## src/rtl/tx_packet_scheduler_if.sv

```systemverilog
// tx_packet_scheduler_if
// Groups the requester handshakes and the encoder-facing packet bus of the
// TX packet scheduler.
//   slave  : scheduler side (takes requests and tx_done, drives grants and
//            the packet type/size towards the encoder)
//   master : requester/encoder side (the mirror image of slave)
// Signals:
//   hs_req/hs_nak/hs_grant      handshake (ACK/NAK) requester
//   data_req/data_size/data_grant   DATA packet requester
//   tx_packet/tx_packet_data_size   packet type and payload size to encoder
//   tx_done                     end-of-packet pulse from encoder
//   size_err/tx_abort/busy      status pulses and busy level
interface tx_packet_scheduler_if;
  logic       hs_req;
  logic       hs_nak;
  logic       hs_grant;
  logic       data_req;
  logic [6:0] data_size;
  logic       data_grant;
  logic [1:0] tx_packet;
  logic [6:0] tx_packet_data_size;
  logic       tx_done;
  logic       size_err;
  logic       tx_abort;
  logic       busy;

  modport slave (
    input  hs_req, hs_nak, data_req, data_size, tx_done,
    output hs_grant, data_grant, tx_packet, tx_packet_data_size,
           size_err, tx_abort, busy
  );

  modport master (
    output hs_req, hs_nak, data_req, data_size, tx_done,
    input  hs_grant, data_grant, tx_packet, tx_packet_data_size,
           size_err, tx_abort, busy
  );
endinterface

```

## src/rtl/tx_packet_scheduler.sv

```systemverilog
// tx_packet_scheduler
// Shares one USB TX packet encoder between the handshake responder (ACK/NAK)
// and the data path (DATA packets). A granted packet type and size are held
// towards the encoder until tx_done, then an idle gap of GAP_CYCLES clocks
// is enforced before the next grant. Handshakes win over data requests.
// Ports:
//   clk  system clock
//   rst  synchronous reset, active-high
//   bus  tx_packet_scheduler_if.slave (requests, grants, encoder bus, status)
// Parameters:
//   GAP_CYCLES   idle clocks after tx_done before the next grant (0 = none)
//   MAX_SIZE     largest DATA payload; larger requests are clamped + size_err
//   WDOG_CYCLES  ACTIVE-state watchdog limit
// Optional feature:
//   TX_SCHED_WATCHDOG_EN  when defined, a 13-bit watchdog aborts a packet that
//   never sees tx_done; otherwise ACTIVE waits forever and tx_abort is 0.
module tx_packet_scheduler #(
  parameter int GAP_CYCLES  = 16,
  parameter int MAX_SIZE    = 64,
  parameter int WDOG_CYCLES = 4096
) (
  input logic                  clk,
  input logic                  rst,
  tx_packet_scheduler_if.slave bus
);

  typedef enum logic [1:0] {
    IDLE,
    ACTIVE,
    GAP
  } state_t;

  // Gap counter loads GAP_CYCLES-1, so it needs clog2(GAP_CYCLES) bits.
  localparam int GAP_W = (GAP_CYCLES > 1) ? $clog2(GAP_CYCLES) : 1;
  localparam logic [GAP_W-1:0] GAP_LOAD = GAP_W'((GAP_CYCLES > 0) ? GAP_CYCLES - 1 : 0);
  localparam logic [6:0] MAX_SIZE_V = 7'(MAX_SIZE);

  // Reject parameter values the fixed-width logic cannot represent.
  if (MAX_SIZE < 0 || MAX_SIZE > 127) begin : g_bad_max_size
    $error("tx_packet_scheduler: MAX_SIZE must be within 0..127");
  end
  if (GAP_CYCLES < 0) begin : g_bad_gap
    $error("tx_packet_scheduler: GAP_CYCLES must not be negative");
  end
  if (WDOG_CYCLES < 1 || WDOG_CYCLES > 8191) begin : g_bad_wdog
    $error("tx_packet_scheduler: WDOG_CYCLES must be within 1..8191");
  end

  state_t           state, state_nxt;
  logic [GAP_W-1:0] gap_cnt, gap_nxt;
  logic [1:0]       pkt_q, pkt_nxt;
  logic [6:0]       size_q, size_nxt;
  logic             hs_grant_q, hs_grant_nxt;
  logic             data_grant_q, data_grant_nxt;
  logic             size_err_q, size_err_nxt;
  logic             busy_q;

`ifdef TX_SCHED_WATCHDOG_EN
  localparam logic [12:0] WDOG_LAST = 13'(WDOG_CYCLES - 1);
  logic [12:0] wdog_cnt, wdog_nxt;
  logic        abort_q, abort_nxt;
`endif

  // Next-state and next-output logic. Pulse outputs default to 0 so they
  // last exactly one cycle; packet type/size default to holding.
  always_comb begin
    state_nxt      = state;
    gap_nxt        = gap_cnt;
    pkt_nxt        = pkt_q;
    size_nxt       = size_q;
    hs_grant_nxt   = 1'b0;
    data_grant_nxt = 1'b0;
    size_err_nxt   = 1'b0;
`ifdef TX_SCHED_WATCHDOG_EN
    wdog_nxt       = wdog_cnt;
    abort_nxt      = 1'b0;
`endif
    case (state)
      IDLE: begin
        if (bus.hs_req) begin
          state_nxt    = ACTIVE;
          pkt_nxt      = bus.hs_nak ? 2'b11 : 2'b10;
          size_nxt     = 7'd0;
          hs_grant_nxt = 1'b1;
`ifdef TX_SCHED_WATCHDOG_EN
          wdog_nxt     = 13'd0;
`endif
        end else if (bus.data_req) begin
          state_nxt      = ACTIVE;
          pkt_nxt        = 2'b01;
          data_grant_nxt = 1'b1;
          if (bus.data_size > MAX_SIZE_V) begin
            size_nxt     = MAX_SIZE_V;
            size_err_nxt = 1'b1;
          end else begin
            size_nxt = bus.data_size;
          end
`ifdef TX_SCHED_WATCHDOG_EN
          wdog_nxt = 13'd0;
`endif
        end
      end
      ACTIVE: begin
        // Completion and watchdog expiry share the same exit path; a
        // tx_done arriving together with expiry counts as a normal finish.
        if (bus.tx_done
`ifdef TX_SCHED_WATCHDOG_EN
            || (wdog_cnt == WDOG_LAST)
`endif
           ) begin
          pkt_nxt  = 2'b00;
          size_nxt = 7'd0;
          if (GAP_CYCLES == 0) begin
            state_nxt = IDLE;
          end else begin
            state_nxt = GAP;
            gap_nxt   = GAP_LOAD;
          end
`ifdef TX_SCHED_WATCHDOG_EN
          abort_nxt = !bus.tx_done;
`endif
        end
`ifdef TX_SCHED_WATCHDOG_EN
        else begin
          wdog_nxt = wdog_cnt + 13'd1;
        end
`endif
      end
      GAP: begin
        if (gap_cnt == '0) begin
          state_nxt = IDLE;
        end else begin
          gap_nxt = gap_cnt - 1'b1;
        end
      end
      default: begin
        state_nxt = IDLE;
        pkt_nxt   = 2'b00;
        size_nxt  = 7'd0;
      end
    endcase
  end

  // State and output registers. busy is registered from the next state so
  // it tracks state != IDLE without a combinational output path.
  always_ff @(posedge clk) begin
    if (rst) begin
      state        <= IDLE;
      gap_cnt      <= '0;
      pkt_q        <= 2'b00;
      size_q       <= 7'd0;
      hs_grant_q   <= 1'b0;
      data_grant_q <= 1'b0;
      size_err_q   <= 1'b0;
      busy_q       <= 1'b0;
`ifdef TX_SCHED_WATCHDOG_EN
      wdog_cnt     <= 13'd0;
      abort_q      <= 1'b0;
`endif
    end else begin
      state        <= state_nxt;
      gap_cnt      <= gap_nxt;
      pkt_q        <= pkt_nxt;
      size_q       <= size_nxt;
      hs_grant_q   <= hs_grant_nxt;
      data_grant_q <= data_grant_nxt;
      size_err_q   <= size_err_nxt;
      busy_q       <= (state_nxt != IDLE);
`ifdef TX_SCHED_WATCHDOG_EN
      wdog_cnt     <= wdog_nxt;
      abort_q      <= abort_nxt;
`endif
    end
  end

  assign bus.tx_packet           = pkt_q;
  assign bus.tx_packet_data_size = size_q;
  assign bus.hs_grant            = hs_grant_q;
  assign bus.data_grant          = data_grant_q;
  assign bus.size_err            = size_err_q;
  assign bus.busy                = busy_q;
`ifdef TX_SCHED_WATCHDOG_EN
  assign bus.tx_abort            = abort_q;
`else
  assign bus.tx_abort            = 1'b0;
`endif

endmodule
```

## src/flat_wrapper.sv

```systemverilog
// flat-port wrapper written by rule: the top's interface ports become plain ports
module tx_packet_scheduler_flat 
#(
  parameter int GAP_CYCLES  = 16,
  parameter int MAX_SIZE    = 64,
  parameter int WDOG_CYCLES = 4096
)
  (clk, rst, bus_hs_req, bus_hs_nak, bus_data_req, bus_data_size, bus_tx_done, bus_hs_grant, bus_data_grant, bus_tx_packet, bus_tx_packet_data_size, bus_size_err, bus_tx_abort, bus_busy);
  tx_packet_scheduler_if bus_i ();
  input logic clk;
  input logic rst;
  input wire logic [$bits(bus_i.hs_req)-1:0] bus_hs_req;
  input wire logic [$bits(bus_i.hs_nak)-1:0] bus_hs_nak;
  input wire logic [$bits(bus_i.data_req)-1:0] bus_data_req;
  input wire logic [$bits(bus_i.data_size)-1:0] bus_data_size;
  input wire logic [$bits(bus_i.tx_done)-1:0] bus_tx_done;
  output wire logic [$bits(bus_i.hs_grant)-1:0] bus_hs_grant;
  output wire logic [$bits(bus_i.data_grant)-1:0] bus_data_grant;
  output wire logic [$bits(bus_i.tx_packet)-1:0] bus_tx_packet;
  output wire logic [$bits(bus_i.tx_packet_data_size)-1:0] bus_tx_packet_data_size;
  output wire logic [$bits(bus_i.size_err)-1:0] bus_size_err;
  output wire logic [$bits(bus_i.tx_abort)-1:0] bus_tx_abort;
  output wire logic [$bits(bus_i.busy)-1:0] bus_busy;
  assign bus_i.hs_req = bus_hs_req;
  assign bus_i.hs_nak = bus_hs_nak;
  assign bus_i.data_req = bus_data_req;
  assign bus_i.data_size = bus_data_size;
  assign bus_i.tx_done = bus_tx_done;
  assign bus_hs_grant = bus_i.hs_grant;
  assign bus_data_grant = bus_i.data_grant;
  assign bus_tx_packet = bus_i.tx_packet;
  assign bus_tx_packet_data_size = bus_i.tx_packet_data_size;
  assign bus_size_err = bus_i.size_err;
  assign bus_tx_abort = bus_i.tx_abort;
  assign bus_busy = bus_i.busy;
  tx_packet_scheduler #(.GAP_CYCLES(GAP_CYCLES), .MAX_SIZE(MAX_SIZE), .WDOG_CYCLES(WDOG_CYCLES)) u_core (.clk(clk), .rst(rst), .bus(bus_i));
endmodule
```

## config.mk

```make
export PLATFORM = sky130hd
export DESIGN_NAME = tx_packet_scheduler_flat
export DESIGN_NICKNAME = d
export VERILOG_FILES = /design/src/rtl/tx_packet_scheduler_if.sv /design/src/rtl/tx_packet_scheduler.sv /design/src/flat_wrapper.sv
export SDC_FILE = /design/constraint.sdc
export NUM_CORES = 1
export LEC_CHECK = 0
export CORE_UTILIZATION = 51
export CTS_BUF_LIST = sky130_fd_sc_hd__clkbuf_2
export CTS_CLUSTER_SIZE = 10
export DETAILED_ROUTE_END_ITERATION = 12
export GPL_ROUTABILITY_DRIVEN = 0
export PLACE_DENSITY = 0.86
export SLEW_MARGIN = 20
export SYNTH_ARGS = -nofsm -noshare
export SYNTH_HDL_FRONTEND = slang
export SYNTH_SLANG_ARGS = --single-unit
```

## constraint.sdc

```tcl
create_clock -name clk -period 3 [get_ports clk]
set_clock_uncertainty 0.2 [all_clocks]
set_input_delay 0.6 -clock clk [delete_from_list [all_inputs] [get_ports clk]]
set_output_delay 0.6 -clock clk [all_outputs]
set_load 0.02 [all_outputs]
```

==> results of run 1 <==
## placed cells by master (no fill, tap or decap), drive strengths merged, types with 2 or more instances in the layout
cell type       n
clkdlybuf4s50  25
dfxtp          19
nand2          10
inv             9
nand3b          5
a21oi           5
nor2            4
mux2i           4
nand2b          4
o32ai           4
clkbuf          3
a31o            2
and3            2
clkinv          2
o21ai           2
## per-stage QoR
step	util, %	cell area (um2)	setup slack, ns
final	72.54	1144	0.8845
after global routing	72.54	1144	0.8205
after floorplan	-	893.4	1.340
after CTS	72.54	1144	0.8635
after detailed placement	71.27	1124	0.6462
after global placement	71.27	1124	0.7031
## path summary, 6_finish.rpt
| kind | to | slack, ns | cells after the start |
|---|---|---|---|
| max | bus_tx_packet[1] | 0.88 | 1 |
| max reg2reg | u_core.gap_cnt[3] | 1.33 | 5 |
| min reg2reg | u_core.bus.tx_packet_data_size[4] | 0.27 | 2 |
| min | u_core.bus.tx_packet_data_size[4] | 0.27 | 2 |
## sequential cells by signal (all words and copies together) (netlist names)
name                            cells
u_core.bus.tx_packet                2
u_core.bus.hs_grant                 1
u_core.bus.data_grant               1
u_core.gap_cnt                      4
u_core.bus.busy                     1
u_core.bus.tx_packet_data_size      7
u_core.state                        2
u_core.bus.size_err                 1
## synth_stat cells (all sizes together), types with 4 or more instances
library cell  count  area share, %
dfxtp            19             43
nand2            10            4.5
inv               9            3.8
a21oi             5            2.8
buf               5            4.5
nand3b            5            4.2
mux2i             4            4.5
nand2b            4            2.8
nor2              4            1.7
o32ai             4            4.8
## worst reg2reg max path, stage by stage, from the launching register on
cell and delay, ns:
dfxtp_1 0.36, inv_1 0.07, ha_1 0.16, or3b_1 0.40, a2bb2oi_2 0.26, a2111oi_2 0.11
## routing by layer
layer / wire length [um] / share of wire, % / track usage, %
met1: 830 / 49 / 27.53
met4: 33 / 1.9 / 10.91
met2: 757 / 44 / 30.75
met3: 88 / 5.1 / 2.500
met5: 0 / 0 / 0
## area by class of cell
type	count	area, um2	share of cell area, %
multi-input cells	60	435.4	38.07
flip-flops and latches	19	380.4	33.26
repair buffers	25	250.2	21.88
inverters	10	37.54	3.282
well taps	16	20.02	1.751
clock buffers	3	15.01	1.313
clock inverters	1	5.005	0.4376
## where the power goes
group	switching [mW]	internal [mW]
combinational	0.0598	0.0638
clock	0.0802	0.0302
sequential	0.0169	0.270
total	0.157	0.364
## kinds of logic (layout without fill, tap and decap cells)
group | Yosys count | in the layout | synth area share, %
AOI/OAI and AO/OA | 21 | 21 | 19.89
other | 1 | 1 | 0.4198
muxes | 4 | 4 | 4.482
buffers and inverters | 15 | 39 | 8.683
and+or+nand+nor | 33 | 33 | 22.55
DFF | 19 | 19 | 42.58
adders and majority gates | 1 | 1 | 1.400
==> reports/qor.yml, run 1 <==
detailed_routing:
  drc_errors: 2
  wl_per_cell_um: 12.76
  vias_per_cell: 5.455
  routed_wl_mm: 1.710
  firstDrtPassIters: 10
  drtAntennaViolNets: 0
  drt_iter0_drc: 19
  vias: 731
clocking:
  clock_tree.buffer_depth: 2
  cts_buffers: 3
  postCtsHoldBufs: 0
  cts_root_buf: "clkbuf_2"
  cts_tree: "yes"
  post_cts_buffers: 0
  htreeDepth: 1
  post_cts_resized: 0
  path_clk_slew_ns: 0.18
  clk_latency_ns: 0.31
  cts_sinks: 19
power:
  p_total_mw: 0.5212
  cellPowerDensity_mw_per_mm2: 455.7
  ir_drop_v: 0.0002684
  leakage_nw: 0.4561
critical_path:
  crit_buf_inv: 1
  slowest_stage: "clkdlybuf4s50_1"
  path_delay_family: "buffers and inverters"
  cp.arrival_ns: 1.32
  endpoint_kind: "primary output"
  max_stage_delay_ns: 0.61
  crit_path_max_fanout: 3
  cp.required_ns: 2.20
  cp-startpoint: "u_core.bus.tx_packet[1]"
  critical_path_class: "flop to primary output"
  crit_path_start_kind: "flop"
  path_cells: "clkdlybuf4s50_1"
  rr_startpoint: "u_core.gap_cnt[0]"
sta:
  hold_ws_ns: 0.2697
  slew_violations: 0
  worst_pin_slew_ns: 0.5015
  slew_headroom_pct: 66.46
  rsz0062_at_grt: "false"
  finalSetupViolations: 0
  hold_violations: 0
  fin_setup_tns_ns: 0
  min_period_ns: 2.116
  fmaxAchievable_mhz: 472.7
  min_period_over_period_pct: 70.52
finish:
  area_delta_synth_final_pct: 28.01
  layout-drive-gt1-share_pct: 8.475
  nNetsFinal: 133
  n_antenna_cell: 0
  nFillCells: 122
  final_cells: 134
synth:
  syn-num-nets: 108
  synth_edf_count: 0
  syn-mean-instance-area_um2: 9.504
  ys_async_sr_fraction_pct: 0
  synthCells: 94
  yosys_warnings: 0
  ys.flop_type: "dfxtp_1"
  ys_types: 37
  yosysSeqAreaShare_pct: 42.58
  synth-seq-cells: 19
  syn_area_um2: 893.4
status:
  outcome: "finished, violations left"
  violations: "DRC"
global_route:
  grt_first_pass_wirelength_mm: 2.891
  grtUsageTotal_pct: 20.09
  grt_max_degree: 13
  antenna_found_initial: 0
  grt_pass1_vias: 670
  grt_overflow: 0
die:
  io_pins: 27
  dieHeight_um: 43.86
  row_count: 14
  die_area_mm2: 0.001923
  start_util_pct: 56.67
  fp.dieW_um: 43.86
  core-area_mm2: 0.001577
hold_path:
  worstHoldStart: "u_core.bus.tx_packet_data_size[4]"
  worst_hold_path_type: "flop to flop"
placement:
  dp_hpwl_mm: 1.301
  dp.cells: 130
  port_buffers: 25
flow_run:
  maxCapViolations: 0
No activity file was read; power rests on OpenSTA's default activity.
==> inputs of run 2 (changes only) <==
--- a/config.mk
+++ b/config.mk
@@ -5,12 +5,12 @@
 export SDC_FILE = /design/constraint.sdc
 export NUM_CORES = 1
 export LEC_CHECK = 0
-export CORE_UTILIZATION = 51
+export CORE_UTILIZATION = 47
 export CTS_BUF_LIST = sky130_fd_sc_hd__clkbuf_2
 export CTS_CLUSTER_SIZE = 10
 export DETAILED_ROUTE_END_ITERATION = 12
 export GPL_ROUTABILITY_DRIVEN = 0
-export PLACE_DENSITY = 0.86
+export PLACE_DENSITY = 0.8
 export SLEW_MARGIN = 20
 export SYNTH_ARGS = -nofsm -noshare
 export SYNTH_HDL_FRONTEND = slang
==> constraint.sdc (replaced) <==
create_clock -name clk -period 2.09 [get_ports clk]
set_clock_uncertainty 0.2 [all_clocks]
set_input_delay 0.418 -clock clk [delete_from_list [all_inputs] [get_ports clk]]
set_output_delay 0.418 -clock clk [all_outputs]
set_load 0.02 [all_outputs]
==> reports/qor.yml, run 2 (same netlist as run 1, synthesis figures left out) <==
global_route:
  grt_overflow: 0  # unchanged
  grtUsageTotal_pct: 18.99  # -1.1 points
  grt_pass1_vias: 668  # -0.30%
  grt_first_pass_wirelength_mm: 2.870  # -0.73%
  antenna_found_initial: 0  # unchanged
  grt_max_degree: 13  # unchanged
detailed_routing:
  vias_per_cell: 5.110  # -6.3%
  routed_wl_mm: 1.740  # +1.8%
  firstDrtPassIters: 4  # -6
  vias: 741  # +1.4%
  drt_iter0_drc: 11  # -8
  drc_errors: 0  # -2
  wl_per_cell_um: 12.00  # -6.0%
  drtAntennaViolNets: 0  # unchanged
finish:
  nNetsFinal: 135  # +1.5%
  area_delta_synth_final_pct: 30.95
  layout_common_cells: "clkdlybuf4s50_1, dfxtp_1, inv_1, nand2_1"
  layout-drive-gt1-share_pct: 10.00  # +1.5 points
  n_antenna_cell: 0  # unchanged
  largest_reg_flops: 7  # unchanged
  final_common_cell: "clkdlybuf4s50_1"
  nFillCells: 158  # +30%
  postLayoutCoreUtil_pct: 67.03  # -5.5 points
flow_run:
  maxCapViolations: 0  # unchanged
clocking:
  cts_sinks: 19  # unchanged
  cts_root_buf: "clkbuf_2"
  htreeDepth: 1  # unchanged
  clk_latency_ns: 0.30  # about the same
  post_cts_resized: 0  # unchanged
  postCtsHoldBufs: 0  # unchanged
  cts_buffers: 3  # unchanged
  post_cts_buffers: 0  # unchanged
  clock_tree.buffer_depth: 2  # unchanged
  path_clk_slew_ns: 0.18  # about the same
  cts_tree: "yes"
critical_path:
  crit_path_start_kind: "flop"
  crit_path_max_fanout: 2  # -1
  endpoint_kind: "primary output"
  path_delay_family: "buffers and inverters"
  slowest_stage: "clkdlybuf4s50_1"
  crit_buf_inv: 1  # unchanged
  path_cells: "clkdlybuf4s50_1"
  max_stage_delay_ns: 0.61  # about the same
  reg2reg_depth: 5  # unchanged
  cp.arrival_ns: 1.29  # -0.03 ns
  critical_path_class: "flop to primary output"
  rrSetupSlack_ns: 0.38  # -0.95 ns
  rr_startpoint: "u_core.gap_cnt[0]"
  reg2reg_to: "u_core.gap_cnt[3]"
  cp.required_ns: 1.47  # -0.73 ns
power:
  ir_drop_v: 0.0005055  # +88%
  cellPowerDensity_mw_per_mm2: 641.1  # +41%
  leakage_nw: 0.4661  # +2.2%
die:
  die_area_mm2: 0.002079  # +8.1%
  dieHeight_um: 45.60  # +4.0%
  row_count: 15  # +1
  io_pins: 27  # unchanged
  fp.dieW_um: 45.60  # +4.0%
  core-area_mm2: 0.001745  # +11%
  start_util_pct: 51.18  # -5.5 points
sta:
  min_period_over_period_pct: 91.41
  hold_violations: 0  # unchanged
  rsz0062_at_grt: "false"
  fin_setup_tns_ns: 0  # unchanged
  slew_violations: 0  # unchanged
  finalSetupViolations: 0  # unchanged
  fmaxAchievable_mhz: 523.4
  min_period_ns: 1.911
hold_path:
  hold_depth: 2  # unchanged
  min_to: "u_core.bus.tx_packet_data_size[6]"
  worstHoldStart: "u_core.bus.tx_packet_data_size[6]"
  worst_hold_path_type: "flop to flop"
placement:
  dp_hpwl_mm: 1.289  # -0.89%
  port_buffers: 25  # unchanged
status:
  outcome: "complete, no violations"
run 2: changes by cell type in the layout (fill, tap and decap cells not counted):
cell   delta
buf_4     +2
run 2: area by class of cell:
class	instances	area [um2]	area share, %
Sequential cell	19	380.4	32.51
Clock buffer	3	15.01	1.283
Inverter	10	37.54	3.209
Clock inverter	1	5.005	0.4278
Timing Repair Buffer	27	265.3	22.67
Multi-Input combinational cell	60	435.4	37.22
Tap cell	25	31.28	2.674
run 2: how the worst max path moves through the flow:
stage	startpoint	endpoint	slack, ns	depth (start not counted)
after floorplan	u_core.gap_cnt[0]	u_core.gap_cnt[3]	0.56	5
after global placement	bus_hs_req	u_core.bus.tx_packet_data_size[3]	0.1	4
after detailed placement	bus_hs_req	u_core.bus.tx_packet_data_size[3]	0.07	4
after CTS	u_core.bus.tx_packet_data_size[2]	bus_tx_packet_data_size[2]	0.15	1
after global routing	u_core.bus.tx_packet[1]	bus_tx_packet[1]	0.10	1
final	u_core.bus.tx_packet_data_size[2]	bus_tx_packet_data_size[2]	0.18	1
run 2: metrics by stage:
step / cells / hold slack, ns / instance area (um2) / setup slack, ns / total power [mW]
2_1_floorplan: 94 / 0.2451 / 893.4 / 0.5560 / 0.5347
3_3_place_gp: 141 / 0.2453 / 1150 / 0.09754 / 0.5967
5_1_grt: 145 / 0.3020 / 1170 / 0.1017 / 0.7911
4_1_cts: 145 / 0.2728 / 1170 / 0.1471 / 0.7562
3_5_place_dp: 141 / 0.2485 / 1150 / 0.07034 / 0.6008
6_report: 145 / 0.2696 / 1170 / 0.1794 / 0.7500
run 2: per-layer routing:
metal	part of all wire [%]	up-vias	track usage [%]	routed length, um
li1	-	377	-	-
met3	3.2	2	2.381	55
met1	50	348	27.14	874
met5	0	-	0	0
met4	0.69	0	9.091	12
met2	46	14	28.00	798
run 2: where the power goes:
part,switching [mW],total [mW],internal (mW)
Sequential,0.0241,0.412,0.388
Combinational,0.0880,0.182,0.0945
Clock,0.112,0.155,0.0434
==> variant 1: new RTL, settings of run 1 <==
The 3 states of `state_t` get a one-hot encoding in 3 bits.
--- a/src/rtl/tx_packet_scheduler.sv
+++ b/src/rtl/tx_packet_scheduler.sv
@@ -26,6 +26,6 @@
 
-  typedef enum logic [1:0] {
-    IDLE,
-    ACTIVE,
-    GAP
+  typedef enum logic [2:0] {
+    IDLE   = 3'b001,
+    ACTIVE = 3'b010,
+    GAP    = 3'b100
   } state_t;
Function: no difference found for any inputs over 10 cycles, from zero or initial values and one cycle with rst high; not proved beyond that.
==> variant 1 against run 1 <==
  * Non-clock buffer count rose by 2
  * Worst setup slack improved by 0.023 ns
  * Total power fell by 0.34%
  * Critical path depth did not move
  * Global-route usage rose by 1.2 points
  * Hold slack improved by 0.020 ns
  * Area after synthesis rose by 1.8%
  * Cell area rose by 3.5%
  * Sequential cell count rose by 1
  * Routed wire length rose by 3.2%
  * Sequential share of layout area rose by 0.57 points
  * Critical endpoint is now bus_tx_packet_data_size[5]
  * Largest cell class unchanged
  * Highest routed layer unchanged
==> variant 1: results (changes against run 1) <==
leakage component of the power 0.4510 nW (-1.1%); r2r startpoint u_core.state[2]; post-CTS setup buffers 0 (unchanged); count of distinct cell types in the synthesized netlist 33 (-11%); flip-flop count of the largest register, all copies and words added 7 (unchanged); largest fanout on the critical path 2 (-1); Mapped Cells 96 (+2.1%); Inserted Diodes 0 (unchanged); fill cell count 119 (-2.5%); sequential-to-total area share from yosys stat 0.4402 (+0.01439); number of global-route vias before repair 801 (+20%); Detailed Route Iter0 Violations 8 (-11); min-delay src u_core.bus.tx_packet[1]; half-perimeter wire length after placement 1320 um (+1.4%); post-synth net total 110 (+1.9%); clk slew on worst S/H paths 0.19 ns; internal power 0.0003714 W (+1.9%); Post-synth top cells sky130_fd_sc_hd__dfxtp_1, sky130_fd_sc_hd__nand2_1, sky130_fd_sc_hd__nand2b_1; clock buffer count from CTS 3 (unchanged); Crit path arrival time 1.29 ns (-0.03 ns); drt first pass iters 5 (-5); wire length of the first global-routing pass 3118 um (+7.9%); overall global routing resource usage 0.2131 (+0.01221); leading cell types by total area after synthesis sky130_fd_sc_hd__dfxtp_1, sky130_fd_sc_hd__mux2i_1, sky130_fd_sc_hd__nand2b_1; fraction of final layout cells with drive strength greater than 1 0.09756 (+0.01282); Worst Setup SP u_core.bus.tx_packet_data_size[5]; largest vdd supply drop 0.3086 mV (+15%); final std cells w/o fill 139 (+3.7%); maximum number of pins on one net before global-route repair 18 (+5); result of the run finished, final reports clean; detailed-route wire length 1765 um (+3.2%); Via Count 760 (+4.0%)
-- variant 1: changes by cell type after synthesis, sizes merged, moves of 2 or more --
cell	run 1	this run
a211oi	0	2
a21oi	5	3
a311oi	0	2
a31o	2	0
and3	2	0
buf	5	3
inv	9	6
mux2i	4	7
nand2b	4	8
nand3b	5	0
nor2b	0	3
nor3	1	6
nor3b	1	4
o32ai	4	1
-- variant 1: area by class of cell --
cell class	count	area, um^2	share of cell area
Clock inverter	1	3.754	0.003171
Tap cell	16	20.02	0.01691
Clock buffer	3	15.01	0.01268
Inverter	6	22.52	0.01903
Timing Repair Buffer	27	265.3	0.2241
Sequential cell	20	400.4	0.3383
Multi-Input combinational cell	66	456.7	0.3858
-- variant 1: routing by layer --
layer | wire (um) | global-route usage | vias up
li1 | - | - | 385
met1 | 846 | 0.2443 | 352
met2 | 845 | 0.3647 | 21
met3 | 59 | 0.04898 | 2
met4 | 13 | 0.1152 | 0
met5 | 0 | 0 | -
-- variant 1: cell families (layout without fill, tap and decap cells) --
logic type               Yosys count  in the layout  share of synthesized area
AO/OA/AOI/OAI                     16             16                     0.1266
multiplexers                       8              8                    0.08941
other                              1              1                   0.004123
buffers and inverters             10             37                    0.05776
AND/OR/NAND/NOR                   40             40                     0.2682
flip-flops                        20             20                     0.4402
adder cells (fa/ha/maj)            1              1                    0.01375
-- variant 1: final timing paths --
check / endpoint / slack, ns / depth (start not counted)
max: bus_tx_packet_data_size[5] / 0.91 / 1
min: u_core.bus.tx_packet[1] / 0.29 / 2
max reg2reg: u_core.bus.tx_packet_data_size[0] / 1.19 / 4
min reg2reg: u_core.bus.tx_packet[1] / 0.29 / 2
-- variant 1: metrics by stage --
stage	util	area, um^2	setup WS (ns)	hold WS (ns)
after floorplan	-	909.6	1.235	0.2674
after global placement	0.7389	1165	0.6872	0.2604
after global routing	0.7508	1184	0.8529	0.3225
final	0.7508	1184	0.9073	0.2900
after CTS	0.7508	1184	0.8924	0.2923
after detailed placement	0.7389	1165	0.6114	0.2684
-- variant 1: power groups by stage --
stage               Combinational, W  Sequential (W)  Clock, W
CTS                         0.000116        0.000293  0.000114
detailed placement          0.000115        0.000299         0
global placement            0.000113        0.000298         0
global route                0.000125        0.000295  0.000122
floorplan                  0.0000548        0.000309         0
finish                      0.000115        0.000294  0.000111
==> variant 2: new RTL, settings of run 1 <==
Made on the original files. Add a define of `TX_SCHED_WATCHDOG_EN`.
--- a/src/rtl/tx_packet_scheduler.sv
+++ b/src/rtl/tx_packet_scheduler.sv
@@ -16,2 +16,4 @@
 //   never sees tx_done; otherwise ACTIVE waits forever and tx_abort is 0.
+`define TX_SCHED_WATCHDOG_EN
+
 module tx_packet_scheduler #(
Check against the original RTL: no difference found for any inputs over 10 cycles, from zero or initial values and one cycle with rst high; that may be too few to reach the edited logic, so the function may still have changed.
==> variant 2 against run 1 <==
  * The run still ends with design-rule violations left
  * Register-to-register slack worse by 0.77 ns
  * Count of clock-buffer cells in the layout up 2
  * Critical path type is now in2reg
  * Area after synthesis up 76%
  * Global-route usage up 3.5 points
  * Sequential power up 65%
  * Non-clock buffer count up 3
  * Routed wire length up 110%
  * Worst setup slack worse by 0.33 ns
  * Sequential cell count up 14
  * Total power up 57%
  * Final cell count up 75%
  * Cell area up 64%
==> variant 2: results (changes against run 1) <==
result of the run finished, violations left; violated checks design-rule violations; Detailed Route Iter0 Violations 99 (+80); clock buffer count from CTS 5 (+2); destination of the worst register-to-register timing path u_core.gap_cnt[1]; switching power 0.0002386 W (+52%); detailed-routed wire length on met3 248 um (+180%); count of input and output buffers 26 (+4.0%); met1 usage 0.2811 (+0.005749); Reg2Reg Setup Slack 0.56 ns (-0.77 ns); leading cell types by total area after synthesis sky130_fd_sc_hd__dfxtp_1, sky130_fd_sc_hd__nand2_1, sky130_fd_sc_hd__a21oi_1; worst skew pair latency 0.38 ns (+0.07 ns); leakage component of the power 0.6295 nW (+38%); Routed WL per cell 15.00 um (+18%); total DRC errors in the routed layout 1 (-1); Comb pwr share 0.178 (-0.059); synthesized-area fraction occupied by xor and xnor cells 0.005578 (+0.005578); half-perimeter wire length after placement 2545 um (+96%); min-delay src u_core.bus.tx_packet[0]; proportion of register bits with asynchronous set or reset after synthesis 0 (unchanged); share of synthesized cell area in full adder, half adder and majority cells 0.01594 (+0.001931); sequential-to-total area share from yosys stat 0.4207 (-0.005053); mux share of post-synthesis cell area 0.05100 (+0.006178); overall global routing resource usage 0.2356 (+0.03474); met2 Track Usage GR 0.3837 (+0.07626); drt first pass iters 8 (-2); clk slew on worst S/H paths 0.15 ns (-0.03 ns); r2r startpoint u_core.wdog_cnt[0]; wire length of the first global-routing pass 6003 um (+110%); largest fanout on the critical path 17 (+14); clock network power 0.000197 W (+79%); flip-flop count of the largest register, all copies and words added 13 (+6); worst hold endpoint u_core.bus.tx_packet[0]; count of distinct cell types in the synthesized netlist 47 (+27%); global-route met3 utilization 0.07937 (+0.05437); worst hold slack 0.2761 ns (+0.006423 ns); via-per-instance ratio 6.145 (+13%); placed cell area 0.001838 mm^2 (+64%); number of cell instances on the worst register-to-register path 6 (+1); met1 routed wirelength after detailed routing 1558 um (+88%); remaining max-slew budget at the tightest pin 0.3909 (-0.2738); post-synth net total 191 (+77%); maximum number of pins on one net before global-route repair 18 (+5); number of nets in the finished design 217 (+63%); maximum level of the CTS H-tree 2 (+1); fraction of final layout cells with drive strength greater than 1 0.07882 (-0.005928); share of the synthesized area in compound gates (AO/OA/AOI/OAI) 0.1769 (-0.02199)
variant 2: cell count changes in the layout (fill, tap and decap cells not counted), sizes merged, moves of 5 or more:
cell and change:
nand2 +15, dfxtp +14, a21oi +11, or4 +7
nand3b -5, nand4 +5, o31ai +5
variant 2: metrics by stage:
| stage | util | instances | setup WS, ns |
|---|---|---|---|
| floorplan | - | 176 | 1.118 |
| global placement | 0.6497 | 226 | 0.2868 |
| detailed placement | 0.6497 | 226 | 0.2065 |
| CTS | 0.6630 | 234 | 0.6010 |
| global route | 0.6630 | 234 | 0.3987 |
| finish | 0.6630 | 234 | 0.5568 |
variant 2: how the worst max path moves through the flow:
stage | to | from
after global routing | u_core.gap_cnt[1] | u_core.wdog_cnt[0]
after detailed placement | u_core.bus.tx_packet[1] | bus_tx_done
after floorplan | u_core.wdog_cnt[11] | rst
final | u_core.bus.tx_packet[1] | bus_tx_done
after global placement | u_core.bus.tx_packet[1] | bus_tx_done
after CTS | u_core.bus.tx_packet[1] | bus_tx_done
variant 2: logic make-up (layout without fill, tap and decap cells):
group,count (synthesis),count (layout)
mux,8,8
flops,33,33
compound gates,41,41
buf+inv,14,41
xor+xnor,1,1
simple gates,77,77
fa+ha+maj,2,2
variant 2: cell type report:
type | count | area (um^2)
sequential | 33 | 660.6
clock buffer | 5 | 25.02
inverter | 5 | 18.77
multi-input combinational | 129 | 844.6
timing repair buffer | 28 | 275.3
fill | 240 | 953.4
clock inverter | 3 | 12.51
tap | 31 | 38.79
variant 2: critical path, stage by stage:
cell and delay (ns):
sky130_fd_sc_hd__clkdlybuf4s50_1 0.55, sky130_fd_sc_hd__or2_0 0.73, sky130_fd_sc_hd__o22ai_1 0.20, sky130_fd_sc_hd__buf_4 0.23
sky130_fd_sc_hd__a31o_1 0.22
